[src/rtl/fir_frame_sequencer.sv]
// Frame sequencer for the FIR: N_SAMPLES source samples, TAPS flush zeros, then N_SAMPLES outputs forwarded.
// Optional: define FIR_SEQ_UNDERRUN_HOLD_EN to repeat the last driven sample on underrun instead of 0.
module fir_frame_sequencer #(
   parameter int N_SAMPLES     = 1024,
   parameter int TAPS          = 32,
   parameter int DW            = 16,
   parameter int DRAIN_TIMEOUT = 64
) (
   input  logic          clk,
   input  logic          rst,
   input  logic          start,
   input  logic          src_valid,
   input  logic [DW-1:0] src_data,
   output logic          src_ready,
   output logic          fir_data_valid,
   output logic [DW-1:0] fir_data,
   input  logic          fir_valid,
   input  logic [DW-1:0] fir_d,
   output logic          out_valid,
   output logic [DW-1:0] out_data,
   output logic          out_last,
   output logic          busy,
   output logic          done,
   output logic          underrun,
   output logic          timeout
);

   localparam int IN_W   = $clog2(N_SAMPLES + TAPS);
   localparam int OUT_W  = $clog2(N_SAMPLES) + 1;
   localparam int IDLE_W = $clog2(DRAIN_TIMEOUT) + 1;

   localparam logic [IN_W-1:0]   FILL_END   = IN_W'(N_SAMPLES - 1);
   localparam logic [IN_W-1:0]   FLUSH_END  = IN_W'(N_SAMPLES + TAPS - 1);
   localparam logic [OUT_W-1:0]  OUT_LAST   = OUT_W'(N_SAMPLES - 1);
   localparam logic [OUT_W-1:0]  OUT_FULL   = OUT_W'(N_SAMPLES);
   localparam logic [IDLE_W-1:0] IDLE_LIMIT = IDLE_W'(DRAIN_TIMEOUT);

   typedef enum logic [2:0] {
      IDLE,
      FILL,
      FLUSH,
      DRAIN,
      DONE
   } state_t;

   state_t            state, state_nxt;
   logic [IN_W-1:0]   in_cnt, in_cnt_nxt;
   logic [OUT_W-1:0]  out_cnt, out_cnt_nxt;
   logic [IDLE_W-1:0] idle_cnt, idle_cnt_nxt;
   logic              underrun_nxt, timeout_nxt;
   logic              fir_data_valid_nxt;
   logic [DW-1:0]     fir_data_nxt;
   logic [DW-1:0]     starve_data;
   logic              fwd_active, fwd, last_fwd, frame_start;

   // fir_data already holds the last sample driven this frame (0 right after IDLE).
`ifdef FIR_SEQ_UNDERRUN_HOLD_EN
   assign starve_data = fir_data;
`else
   assign starve_data = '0;
`endif

   assign src_ready   = (state == FILL);
   assign busy        = (state != IDLE);
   assign done        = (state == DONE);
   assign frame_start = (state == IDLE) && start;

   assign fwd_active = (state == FILL) || (state == FLUSH) || (state == DRAIN);
   assign fwd        = fwd_active && fir_valid && (out_cnt != OUT_FULL);
   assign last_fwd   = fwd && (out_cnt == OUT_LAST);

   always_comb begin
      // NOTE: every combinationally assigned signal gets a default first so no path infers a latch.
      state_nxt          = state;
      in_cnt_nxt         = in_cnt;
      idle_cnt_nxt       = idle_cnt;
      underrun_nxt       = underrun;
      timeout_nxt        = timeout;
      fir_data_valid_nxt = 1'b0;
      fir_data_nxt       = '0;

      case (state)
         IDLE: begin
            if (start) begin
               state_nxt    = FILL;
               in_cnt_nxt   = '0;
               idle_cnt_nxt = '0;
               underrun_nxt = 1'b0;
               timeout_nxt  = 1'b0;
            end
         end
         FILL: begin
            // The FIR needs one sample per cycle, so a starved slot is substituted, not skipped.
            fir_data_valid_nxt = 1'b1;
            fir_data_nxt       = src_valid ? src_data : starve_data;
            if (!src_valid) underrun_nxt = 1'b1;
            in_cnt_nxt = in_cnt + 1'b1;
            if (in_cnt == FILL_END) state_nxt = FLUSH;
         end
         FLUSH: begin
            fir_data_valid_nxt = 1'b1;
            in_cnt_nxt         = in_cnt + 1'b1;
            if (in_cnt == FLUSH_END) state_nxt = DRAIN;
         end
         DRAIN: begin
            idle_cnt_nxt = fir_valid ? '0 : idle_cnt + 1'b1;
            if (out_cnt == OUT_FULL) begin
               state_nxt = DONE;
            end else if (!fir_valid && !last_fwd && (idle_cnt + 1'b1 == IDLE_LIMIT)) begin
               timeout_nxt = 1'b1;
               state_nxt   = DONE;
            end
         end
         DONE: state_nxt = IDLE;
         default: state_nxt = IDLE;
      endcase
   end

   always_comb begin
      out_cnt_nxt = out_cnt;
      if (frame_start) out_cnt_nxt = '0;
      else if (fwd)    out_cnt_nxt = out_cnt + 1'b1;
   end

   // NOTE: state uses non-blocking assignments and an asynchronous reset so every register
   // settles together and a mid-frame reset drops the partial frame at once.
   always_ff @(posedge clk or negedge rst) begin
      if (!rst) begin
         state          <= IDLE;
         in_cnt         <= '0;
         out_cnt        <= '0;
         idle_cnt       <= '0;
         underrun       <= 1'b0;
         timeout        <= 1'b0;
         fir_data_valid <= 1'b0;
         fir_data       <= '0;
      end else begin
         state          <= state_nxt;
         in_cnt         <= in_cnt_nxt;
         out_cnt        <= out_cnt_nxt;
         idle_cnt       <= idle_cnt_nxt;
         underrun       <= underrun_nxt;
         timeout        <= timeout_nxt;
         fir_data_valid <= fir_data_valid_nxt;
         fir_data       <= fir_data_nxt;
      end
   end

   // Downstream has no backpressure: out_valid is a one-cycle strobe per forwarded sample.
   always_ff @(posedge clk or negedge rst) begin
      if (!rst) begin
         out_valid <= 1'b0;
         out_data  <= '0;
         out_last  <= 1'b0;
      end else begin
         out_valid <= fwd;
         out_last  <= last_fwd;
         if (fwd) out_data <= fir_d;
      end
   end

endmodule

[config.mk]
export PLATFORM = sky130hd
export DESIGN_NAME = fir_frame_sequencer
export DESIGN_NICKNAME = d
export VERILOG_FILES = /design/src/rtl/fir_frame_sequencer.sv
export SDC_FILE = /design/constraint.sdc
export NUM_CORES = 1
export LEC_CHECK = 0
export CAP_MARGIN = 5
export CELL_PAD_IN_SITES_DETAIL_PLACEMENT = 0
export CELL_PAD_IN_SITES_GLOBAL_PLACEMENT = 1
export CORE_ASPECT_RATIO = 0.6
export CORE_MARGIN = 4
export CORE_UTILIZATION = 28
export CTS_CLUSTER_SIZE = 10
export DETAILED_ROUTE_END_ITERATION = 8
export GPL_TIMING_DRIVEN = 0
export HOLD_SLACK_MARGIN = 0.15
export PLACE_DENSITY_LB_ADDON = 0.08
export SYNTH_ARGS = -nofsm -noshare
export SYNTH_HDL_FRONTEND = slang
export SYNTH_SLANG_ARGS = --single-unit
[constraint.sdc]
create_clock -name clk -period 5.4 [get_ports clk]
set_input_delay 0.54 -clock clk [delete_from_list [all_inputs] [get_ports clk]]
set_output_delay 0.54 -clock clk [all_outputs]
set_load 0.02 [all_outputs]
---- After elaboration in Yosys (flattened, before gate mapping) ----
Cells that the tools add are included.
cells by class
  add/sub/neg operators ................... 3
  equality and inequality tests ........... 17
  muxes and demuxes ....................... 22
  reduce and logical (&&, ||, !) cells .... 22
operators with widths
  cell                                                                      count
  11-bit two-way mux                                                        3
  16-bit two-way mux                                                        2
  11-bit by 1-bit adder with 11-bit output (second input constant)          2
  11-bit by 10-bit == test with 1-bit output (second input constant)        2
  11-bit == test (second input constant)                                    2
  11-bit case mux with 2 select lines                                       1
  3-bit two-way mux                                                         5
  7-bit two-way mux                                                         2
  7-bit case mux with 2 select lines                                        1
  3-bit case mux with 4 select lines                                        1
  11-bit inequality test (second input constant)                            1
  4-bit AND reduction                                                       2
  2-bit nonzero test                                                        4
  7-bit by 1-bit adder with 7-bit output (second input constant)            1
  7-bit == test (second input constant)                                     1
  3-bit by 2-bit == test with 1-bit output (second input constant)          2
  1-bit logical AND                                                         6
  2-bit by 1-bit inequality test with 1-bit output (second input constant)  3
  2-bit inequality test (second input constant)                             3
  1-bit two-way mux                                                         5
  1-bit case mux with 2 select lines                                        2
  2-bit AND reduction                                                       2
  3-bit by 1-bit == test with 1-bit output (second input constant)          1
  3-bit == test (second input constant)                                     1
  7 further kinds                                                           9
word-level totals
  bits in registers ....................... 69
  output and inout port bits .............. 40
  word-level logic and storage cells ...... 75

---- Depth between registers and ports, before layout ----
Gate-level depths: netlist of the first run.
  word-level depth ........................ 12
  gate-level depth with buffers ........... 9
  mapped depth without buffers ............ 8

---- Worst setup path after synthesis of the first run ----
Ideal clock, no wire load.
  kind .................................... reg-to-reg
  start ................................... register idle_cnt[0]
  end ..................................... register state[0]
  library setup time ...................... 0.125 ns
  arrival ................................. 1.888 ns
  data required time ...................... 5.275 ns
  slack ................................... 3.387 ns
  stages on the path, launching flop included .. 8
  buffers on the path ..................... 0
  clock period less this slack ............ 2.013 ns
  path through ............................ dfrtp_1 ha_1 nor3_1 a31oi_1 or4b_4 nor3_2 o211ai_1 mux2_4
on the way
  longest elaborated chain between the ends .. 5
RTL lines
  item                                                               RTL line  RTL
  start, declared                                                    49        logic [IDLE_W-1:0] idle_cnt, idle_cnt_nxt;
  start signal, assigned                                             141       idle_cnt <= idle_cnt_nxt;
  7-bit by 1-bit adder with 7-bit output                             109       end else if (!fir_valid && !last_fwd && (idle_cnt + 1'b1 == IDLE_LIMIT)) begin
  7-bit == test                                                      109
  1-bit logical AND                                                  109
  3-bit by 1-bit inequality test with 1-bit output (no source line)  --
  4-bit AND reduction (no source line)                               --
  end signal, assigned                                               138       state <= state_nxt;
  end, declared                                                      46        state_t state, state_nxt;
Every way passes these cells.
A chain may end at the register's enable or synchronous reset.

---- Worst setup path after layout of the first run ----
  start ................................... register state[1]
  end ..................................... output src_ready
on the way
  longest elaborated chain between the ends .. 1
RTL lines
  item                                      RTL line  RTL
  3-bit by 1-bit == test with 1-bit output  63        assign src_ready = (state == FILL);
  end, declared                             14        output logic src_ready,
Every way passes these cells.

==> impl_metrics.tcl, run 1 <==
set metrics [dict create \
    worst_slew_pin_slew_ps 841 \
    grt_max_degree 51 \
    finalSetupViolations 0 \
    grt-ovfl-total 0 \
    switching_share_pct 24.3 \
    clockRootBuffer "clkbuf_16" \
    regArea_mm2 0.00173 \
    cts_max_level 3 \
    dieHeight_um 89.0 \
    maxCapViolations 0 \
    drt_pre_antenna_iters 4 \
    placedCellCount 532 \
    finalNetCount 447 \
    rows 29 \
    area_growth_syn_to_layout_pct 42.0 \
    p_clk_share_pct 46.6 \
    cp_data_required_time_ps 4860 \
    cp_max_fo 10 \
    ant_nets 0 \
    power.density_mw_per_mm2 311 \
    crit_end "src_ready" \
    p_comb_share_pct 10.5 \
    reg2reg_from "idle_cnt[0]" \
    max_freq_ghz 0.291 \
    grt_usage_pct 13.0 \
    fin_total_pwr_w 0.00135 \
    cts_sinks 69 \
    finalSetupTns_ps 0 \
    hp-start "out_data[9]" \
    r2r_setup_slack_ps 3220 \
    ys_seq_area_share_pct 56.4 \
    arrival_ps 2900 \
    cts_tree "yes" \
    startpoint "state[1]" \
    fillers 1031 \
    cts_buffer_depth 2 \
    grt_pass1_vias 2415 \
    timing.final.crit_share_pct 63.6 \
    post-route-util_pct 40.9 \
    synth_edf_count 0 \
    io_pins 77 \
    pwr-share-seq_pct 42.9 \
    rsz0062_at_grt "false" \
    viasPerCell 4.53 \
    grt_pass1_wl_um 12600 \
    cellLeakagePower_nw 2.00 \
    place_congestion 0.746 \
    clock_skew_ps 3.91 \
    hold_violations 0 \
    port_buffers 76 \
    antenna_found_initial 0 \
    syn_nets 358 \
    drc 0 \
    synth_cell_types 36 \
    critPathCaptureType "primary output" \
    worst-setup-path-type "reg -> out" \
    slew_violations 0 \
    syn_avg_cell_area_um2 9.68 \
    start_util_pct 28.8 \
    start_kind "flop" \
    diodes 0 \
    r2r-end "state[0]" \
    p_sw_w 0.000329 \
    cts_resized 0 \
    ys_ff_latch 69 \
    status "completed" \
    clkTransAtPathRegs_ps 60 \
    async_reset_ff_share_pct 100 \
    vias 2489 \
    numCtsBuffers 9 \
    drtIter0Drc 91 \
    relSlewSlack_pct 43.5 \
    multi_input_area_mm2 0.00125 \
    wl_um 7900 \
    core_area_mm2 0.0106 \
    synthesis.area_mm2 0.00306 \
    fin_crit_ps 3440 \
    die_x_um 143 \
    dpl.hpwl_um 5800 \
    die_area_mm2 0.0127 \
    worstHoldPathType "reg -> reg" \
    instances_no_fill 549 \
    drive_gt1_share_pct 6.34 \
    ir_drop_v 0.000143 \
    clock_latency_ps 330 \
    synth_ff_type "dfrtp_1" \
    reg2regPathDepth 7 \
    ys_warn_count 0 \
    synthCells 316 \
    wl_per_cell_um 14.4 \
    intPower_w 0.00102 \
]
critical path, cell delays in order (launching register included):
cell and delay (ps):
dfrtp_1 420, clkbuf_1 270, nor3_1 760, clkbuf_1 420, clkdlybuf4s50_1 690
layout by cell type, fill, tap and decap left out, drive strengths merged, types with 3 or more instances in the layout:
| master | instances |
|---|---|
| clkinvlp | 3 |
| o21ai | 12 |
| inv | 10 |
| or2 | 4 |
| nor3 | 9 |
| a21oi | 10 |
| nand3 | 14 |
| nand2 | 65 |
| buf | 5 |
| dfrtp | 69 |
| ha | 5 |
| xnor2 | 9 |
| a21o | 3 |
| clkbuf | 19 |
| clkdlybuf4s50 | 75 |
| nand4 | 6 |
| nor2 | 33 |
| and3 | 22 |
| xor2 | 14 |
per-layer routing:
metal  wire [µm]  track usage (%)  vias to the layer above  part of all wire, %
li1            -                -                     1240                    -
met5           0                0                        -                    0
met3         371             4.76                        6                  4.7
met4          62             3.62                        0                 0.78
met1        4100             19.0                     1200                   52
met2        3360             18.2                       43                   43
cell usage after synthesis (all sizes together) (3+ instances only):
cell type,instances,area (µm²)
buf,3,12.5
a21oi,10,50.1
nand3,14,70.1
xor2,14,123
dfrtp,69,1730
or2,4,25.0
inv,10,37.5
xnor2,9,78.8
ha,5,62.6
nor3,9,50.1
o21ai,12,60.1
and3,22,143
clkbuf,9,33.8
nand4,6,37.5
nand2,65,244
a21o,3,22.5
nor2,33,124
power by group through the flow:
stage / clock network (W) / logic (W) / registers, W
after global routing: 0.000669 / 0.000160 / 0.000585
after detailed placement: 0 / 0.000145 / 0.000588
after global placement: 0 / 0.000141 / 0.000588
after CTS: 0.000651 / 0.000145 / 0.000579
final: 0.000630 / 0.000142 / 0.000579
after floorplan: 0 / 0.0000532 / 0.000596
registers in the layout, indices dropped and copies added (netlist names):
| name | count |
|---|---|
| fir_data | 16 |
| fir_data_valid | 1 |
| idle_cnt | 7 |
| in_cnt | 11 |
| out_cnt | 11 |
| out_data | 16 |
| out_last | 1 |
| out_valid | 1 |
| state | 3 |
| timeout | 1 |
| underrun | 1 |
worst min-delay path by stage:
stage,end,slack [ps],cells past startpoint
floorplan,fir_data[0],240,0
global placement,out_data[0],460,2
detailed placement,idle_cnt[2],460,1
CTS,out_data[4],480,2
global route,out_data[1],500,2
finish,out_data[9],470,2
repair_timing:
| action | CTS | global route |
|---|---|---|
| buffers inserted | 0 | 0 |
| hold buffers | 1 | 0 |
| hold endpoints to repair | 19 | 0 |
logic make-up (layout without fill, tap and decap cells):
family	after synthesis	count (layout)	synth area share, %
AO/OA/AOI/OAI	36	36	7.28
AND/OR/NAND/NOR	160	160	24.4
XOR/XNOR	23	23	6.59
buffers and inverters	22	116	2.74
adder cells (fa/ha/maj)	5	5	2.04
multiplexers	1	1	0.491
flip-flops	69	69	56.4
per-stage QoR:
stage	instance area, µm²	hold WS, ps	setup WS, ps
finish	4350	472	1960
global route	4350	505	1710
CTS	4350	478	1940
detailed placement	4020	458	2300
global placement	3990	459	1130
floorplan	3060	244	3390
final cells by class:
cell class / count / share of cell area (%)
tap: 139 / 4.00
clock inverter: 6 / 2.02
sequential: 69 / 39.7
multi-input combinational: 225 / 28.7
buffer: 12 / 1.07
timing repair buffer: 78 / 18.3
clock buffer: 10 / 5.27
inverter: 10 / 0.864
Power figures use the tool's default switching activity.
==> run 2: changes to the inputs <==
==> constraint.sdc (replaced) <==
create_clock -name clk -period 3 [get_ports clk]
set_input_delay 0.3 -clock clk [delete_from_list [all_inputs] [get_ports clk]]
set_output_delay 0.3 -clock clk [all_outputs]
set_load 0.02 [all_outputs]
==> run 2 against run 1 <==
Effect of this change: sequential share of layout area decreased by 0.11 points; via count is 0.12% lower; first-iteration DRC count is 8.8% higher; global-route usage unchanged; routed wire length is 0.10% higher; cell count unchanged; clock-buffer cell count stayed put; highest routed layer unchanged.
==> impl_metrics.tcl, run 2 (synthesis results as in run 1) <==
set metrics [dict create \
    dieHeight_um 89.0 \
    status "completed" \
    cts_tree "yes" \
    numCtsBuffers 9 \
    area_growth_syn_to_layout_pct 42.5 \
    worst_slack_ps 311 \
    path_cells "clkbuf_1 -> nor3_4 -> clkbuf_2 -> clkdlybuf4s50_1" \
    drtIter0Drc 99 \
    die_x_um 143 \
    slew_violations 0 \
    cts_sinks 69 \
    clock_skew_ps 4.47 \
    cp_data_required_time_ps 2700 \
    io_pins 77 \
    max_freq_ghz 0.372 \
    grt_usage_pct 13.0 \
    clockRootBuffer "clkbuf_16" \
    finalNetCount 447 \
    startpoint "state[1]" \
    arrival_ps 2390 \
    grt_pass1_wl_um 12600 \
    antenna_found_initial 0 \
    grt-ovfl-total 0 \
    final_common_cell "clkdlybuf4s50_1" \
    fin_crit_ps 2690 \
    whs_ps 425 \
    drive_gt1_share_pct 6.83 \
    cellLeakagePower_nw 2.00 \
    wl_per_cell_um 14.4 \
    dpl.hpwl_um 5800 \
    port_buffers 76 \
    start_kind "flop" \
    ant_nets 0 \
    worst-setup-path-type "reg -> out" \
    slowest_stage "clkdlybuf4s50_1" \
    wl_met2_um 3400 \
    worstHoldPathType "in -> async" \
    cts_max_level 3 \
    ir_drop_v 0.000255 \
    worst_slew_pin_slew_ps 650 \
    relSlewSlack_pct 56.7 \
    met3RoutedLength_um 328 \
    grt_max_degree 51 \
    post-route-util_pct 41.0 \
    die_area_mm2 0.0127 \
    viasPerCell 4.53 \
    dr.max_layer_used "met4" \
    diodes 0 \
    mostFrequentLayoutCells "clkdlybuf4s50_1 (75), dfrtp_1 (69), nand2_1 (65)" \
    post_cts_buffers 0 \
    wl_met1_um 4150 \
    power.density_mw_per_mm2 558 \
    place_congestion 0.746 \
    preCtsSetupSlack_ps 142 \
    rsz0062_at_grt "false" \
    reg2regPathDepth 7 \
    start_util_pct 28.8 \
    grt_pass1_vias 2415 \
    hold_violations 0 \
    cp_max_fo 10 \
    reg2reg_from "idle_cnt[0]" \
    timing.final.crit_share_pct 89.6 \
    fillers 1033 \
    wl_um 7910 \
    reg_top3 "fir_data: 16 flops, out_data: 16 flops" \
    finalSetupViolations 0 \
    drt_pre_antenna_iters 4 \
    clock_latency_ps 330 \
    vias 2486 \
    core_area_mm2 0.0106 \
    regArea_mm2 0.00173 \
    multi_input_area_mm2 0.00126 \
    slowest_delay_ps 640 \
    rows 29 \
    critPathCaptureType "primary output" \
    drc 0 \
    clkTransAtPathRegs_ps 60 \
    maxCapViolations 0 \
    cts_buffer_depth 2 \
]
run 2: cell counts in the layout (fill, tap and decap cells not counted):
No cell type changed its count.
run 2: final cells by class:
class                   instances  share of cell area, %
multi-input cells             225                   28.9
clock inverters                 6                   2.01
repair buffers                 78                   18.3
clock buffers                  10                   5.25
flip-flops and latches         69                   39.6
plain buffers                  12                   1.09
well taps                     139                   3.99
inverters                      10                  0.861
run 2: what timing repair did:
action | in CTS | in global routing
hold buffers | 1 | 0
gates cloned | 0 | 0
resized for setup | 1 | 3
endpoints found under the setup margin | 1 | 1
pin swaps | 0 | 0
hold endpoints to repair | 19 | 0
run 2: metrics by stage:
| step | cells | power, W | TNS (ps) | instance area (µm²) |
|---|---|---|---|---|
| 2_1_floorplan | 316 | 0.00117 | 0 | 3060 |
| 3_3_place_gp | 531 | 0.00131 | -70260 | 3990 |
| 3_5_place_dp | 532 | 0.00132 | 0 | 4020 |
| 4_1_cts | 549 | 0.00248 | 0 | 4350 |
| 5_1_grt | 549 | 0.00255 | 0 | 4360 |
| 6_report | 549 | 0.00243 | 0 | 4360 |
run 2: report_power, final:
part,internal [W],switching [W],total [W]
combinational,0.000129,0.000127,0.000255
sequential,0.000986,0.0000570,0.00104
clock,0.000726,0.000406,0.00113
total,0.00184,0.000590,0.00243
run 2: final timing paths:
kind                       slack (ps)     endpoint
min in group clk                  470  out_data[9]
hold / removal                    420  idle_cnt[2]
setup / recovery                  310    src_ready
max in group asynchronous        2020  out_data[2]
hold reg to reg                   470  out_data[9]
setup reg to reg                  810     state[0]
run 2: critical path, delay by kind of cell, from the launching register on:
kind | cells | cell delay, ps
buffers and inverters | 3 | 1220
DFF | 1 | 420
and+or+nand+nor | 1 | 410
run 2: layer usage:
layer | global-route usage (%) | vias up
met5 | 0 | -
met2 | 18.2 | 38
met3 | 4.76 | 2
met1 | 19.0 | 1207
met4 | 3.62 | 0
li1 | - | 1239
==> run 3: changes to the inputs <==
--- a/config.mk
+++ b/config.mk
@@ -13,6 +13,7 @@
 export CORE_UTILIZATION = 28
 export CTS_CLUSTER_SIZE = 10
 export DETAILED_ROUTE_END_ITERATION = 8
+export DONT_BUFFER_PORTS = 1
 export GPL_TIMING_DRIVEN = 0
 export HOLD_SLACK_MARGIN = 0.15
 export PLACE_DENSITY_LB_ADDON = 0.08
==> run 3 against run 2 <==
Effect of this change: highest routed layer unchanged; maximum frequency grew 4.7%; clock skew is 1.3 ps higher; routed wire length decreased by 2.6%; largest cell class unchanged; critical path type unchanged; flip-flop and latch count is the same; final area is 10% lower; sequential power rose by 4%.
==> impl_metrics.tcl, run 3 (synthesis results as in run 1) <==
set metrics [dict create \
    rows 29 \
    worst_slack_ps 432 \
    cp_data_required_time_ps 2700 \
    ant_nets 0 \
    slew_violations 0 \
    whs_ps 185 \
    crit_family "buffers and inverters" \
    slowest_delay_ps 750 \
    placedCellCount 455 \
    drt_pre_antenna_iters 4 \
    status "completed" \
    critPathCaptureType "primary output" \
    drtIter0Drc 114 \
    preCtsSetupSlack_ps 751 \
    drc 0 \
    grt_max_degree 70 \
    cp.depth 3 \
    grt-ovfl-total 0 \
    final_common_cell "dfrtp_1" \
    ir_drop_v 0.000259 \
    finalSetupTns_ps 0 \
    dieHeight_um 89.0 \
    finalSetupViolations 0 \
    worstHoldPathCells 3 \
    clock_latency_ps 330 \
    die_area_mm2 0.0127 \
    path_common_cell "clkbuf_1" \
    hold_violations 0 \
    cts_tree "yes" \
    clockRootBuffer "clkbuf_16" \
    path_cells "clkbuf_1 -> nor3_1 -> clkbuf_1" \
    finalNetCount 404 \
    cts_resized 0 \
    vias 2297 \
    worstHoldPathType "in -> reg" \
    cts_sinks 69 \
    dpl.hpwl_um 5340 \
    area_growth_syn_to_layout_pct 27.8 \
    startpoint "state[1]" \
    instances_no_fill 506 \
    drive_gt1_share_pct 6.54 \
    cellLeakagePower_nw 1.86 \
    port_buffers 0 \
    place_congestion 0.737 \
    maxCapViolations 0 \
    max_freq_ghz 0.389 \
    viasPerCell 4.54 \
    relSlewSlack_pct 44.5 \
    core_area_mm2 0.0106 \
    io_pins 77 \
    reg_top3 "fir_data: 16 flops, out_data: 16 flops" \
    clock_skew_ps 5.78 \
    antenna_found_initial 0 \
    start_util_pct 28.8 \
    reg2regPathDepth 4 \
    die_x_um 143 \
    worst-setup-path-type "reg -> out" \
    worst-path-buf-inv 2 \
    wl_per_cell_um 15.2 \
    fin_crit_ps 2570 \
    cts_max_level 3 \
    fillers 1069 \
    reg2reg_from "state[1]" \
    timing.final.crit_share_pct 85.6 \
    post-route-util_pct 36.8 \
    wl_um 7700 \
    worst_slew_pin_slew_ps 826 \
    power.density_mw_per_mm2 603 \
    start_kind "flop" \
    diodes 0 \
    grt_pass1_wl_um 12600 \
    cts_buffer_depth 2 \
    grt_pass1_vias 2296 \
    numCtsBuffers 9 \
    grt_usage_pct 13.1 \
    mostFrequentLayoutCells "dfrtp_1 (69), nand2_1 (65), dlygate4sd3_1 (34)" \
    slowest_stage "nor3_1" \
    cp_max_fo 10 \
    rsz0062_at_grt "false" \
    hp-start "src_valid" \
    clkTransAtPathRegs_ps 60 \
    arrival_ps 2270 \
]
-- run 3: worst min-delay path, stage by stage --
cell and delay, ps:
inv_1 30, a21oi_1 50, nor2_1 80
-- run 3: worst paths after layout --
kind / end / slack, ps
worst max-delay path: src_ready / 430
min in group asynchronous: idle_cnt[3] / 510
worst max register to register: fir_data[2] / 730
max in group asynchronous: in_cnt[9] / 2170
worst min-delay path: underrun / 180
worst min register to register: out_last / 490
-- run 3: power breakdown --
part | leakage, nW | switching [W] | internal, W | total, W
Combinational | 0.820 | 0.0000902 | 0.0000839 | 0.000174
Clock | 0.153 | 0.000382 | 0.000723 | 0.00110
Sequential | 0.885 | 0.0000918 | 0.000986 | 0.00108
-- run 3: area by class of cell --
class | count | area [µm²] | share of cell area [%]
plain buffers | 12 | 46.3 | 1.18
flip-flops and latches | 69 | 1730 | 44.2
inverters | 10 | 37.5 | 0.960
multi-input cells | 225 | 1250 | 31.9
well taps | 139 | 174 | 4.45
clock inverters | 5 | 75.1 | 1.92
clock buffers | 11 | 233 | 5.95
repair buffers | 35 | 368 | 9.41
-- run 3: per-stage QoR --
| step | power [W] | instance area, µm² |
|---|---|---|
| after floorplan | 0.00117 | 3060 |
| after global placement | 0.00121 | 3230 |
| after detailed placement | 0.00121 | 3230 |
| after CTS | 0.00240 | 3910 |
| after global routing | 0.00248 | 3910 |
| final | 0.00236 | 3910 |
-- run 3: timing repair --
item                       4_1_cts  5_1_grt
hold buffers                    35        0
hold endpoints to repair       101        0
setup endpoints to repair        0        0
buffers inserted                 0        0
-- run 3: layer usage --
layer | wire (µm) | track usage [%] | vias up
met5 | 0 | 0 | -
met4 | 111 | 4.66 | 0
met3 | 335 | 4.33 | 11
met2 | 3150 | 16.7 | 38
met1 | 4110 | 20.2 | 1099
li1 | - | - | 1149
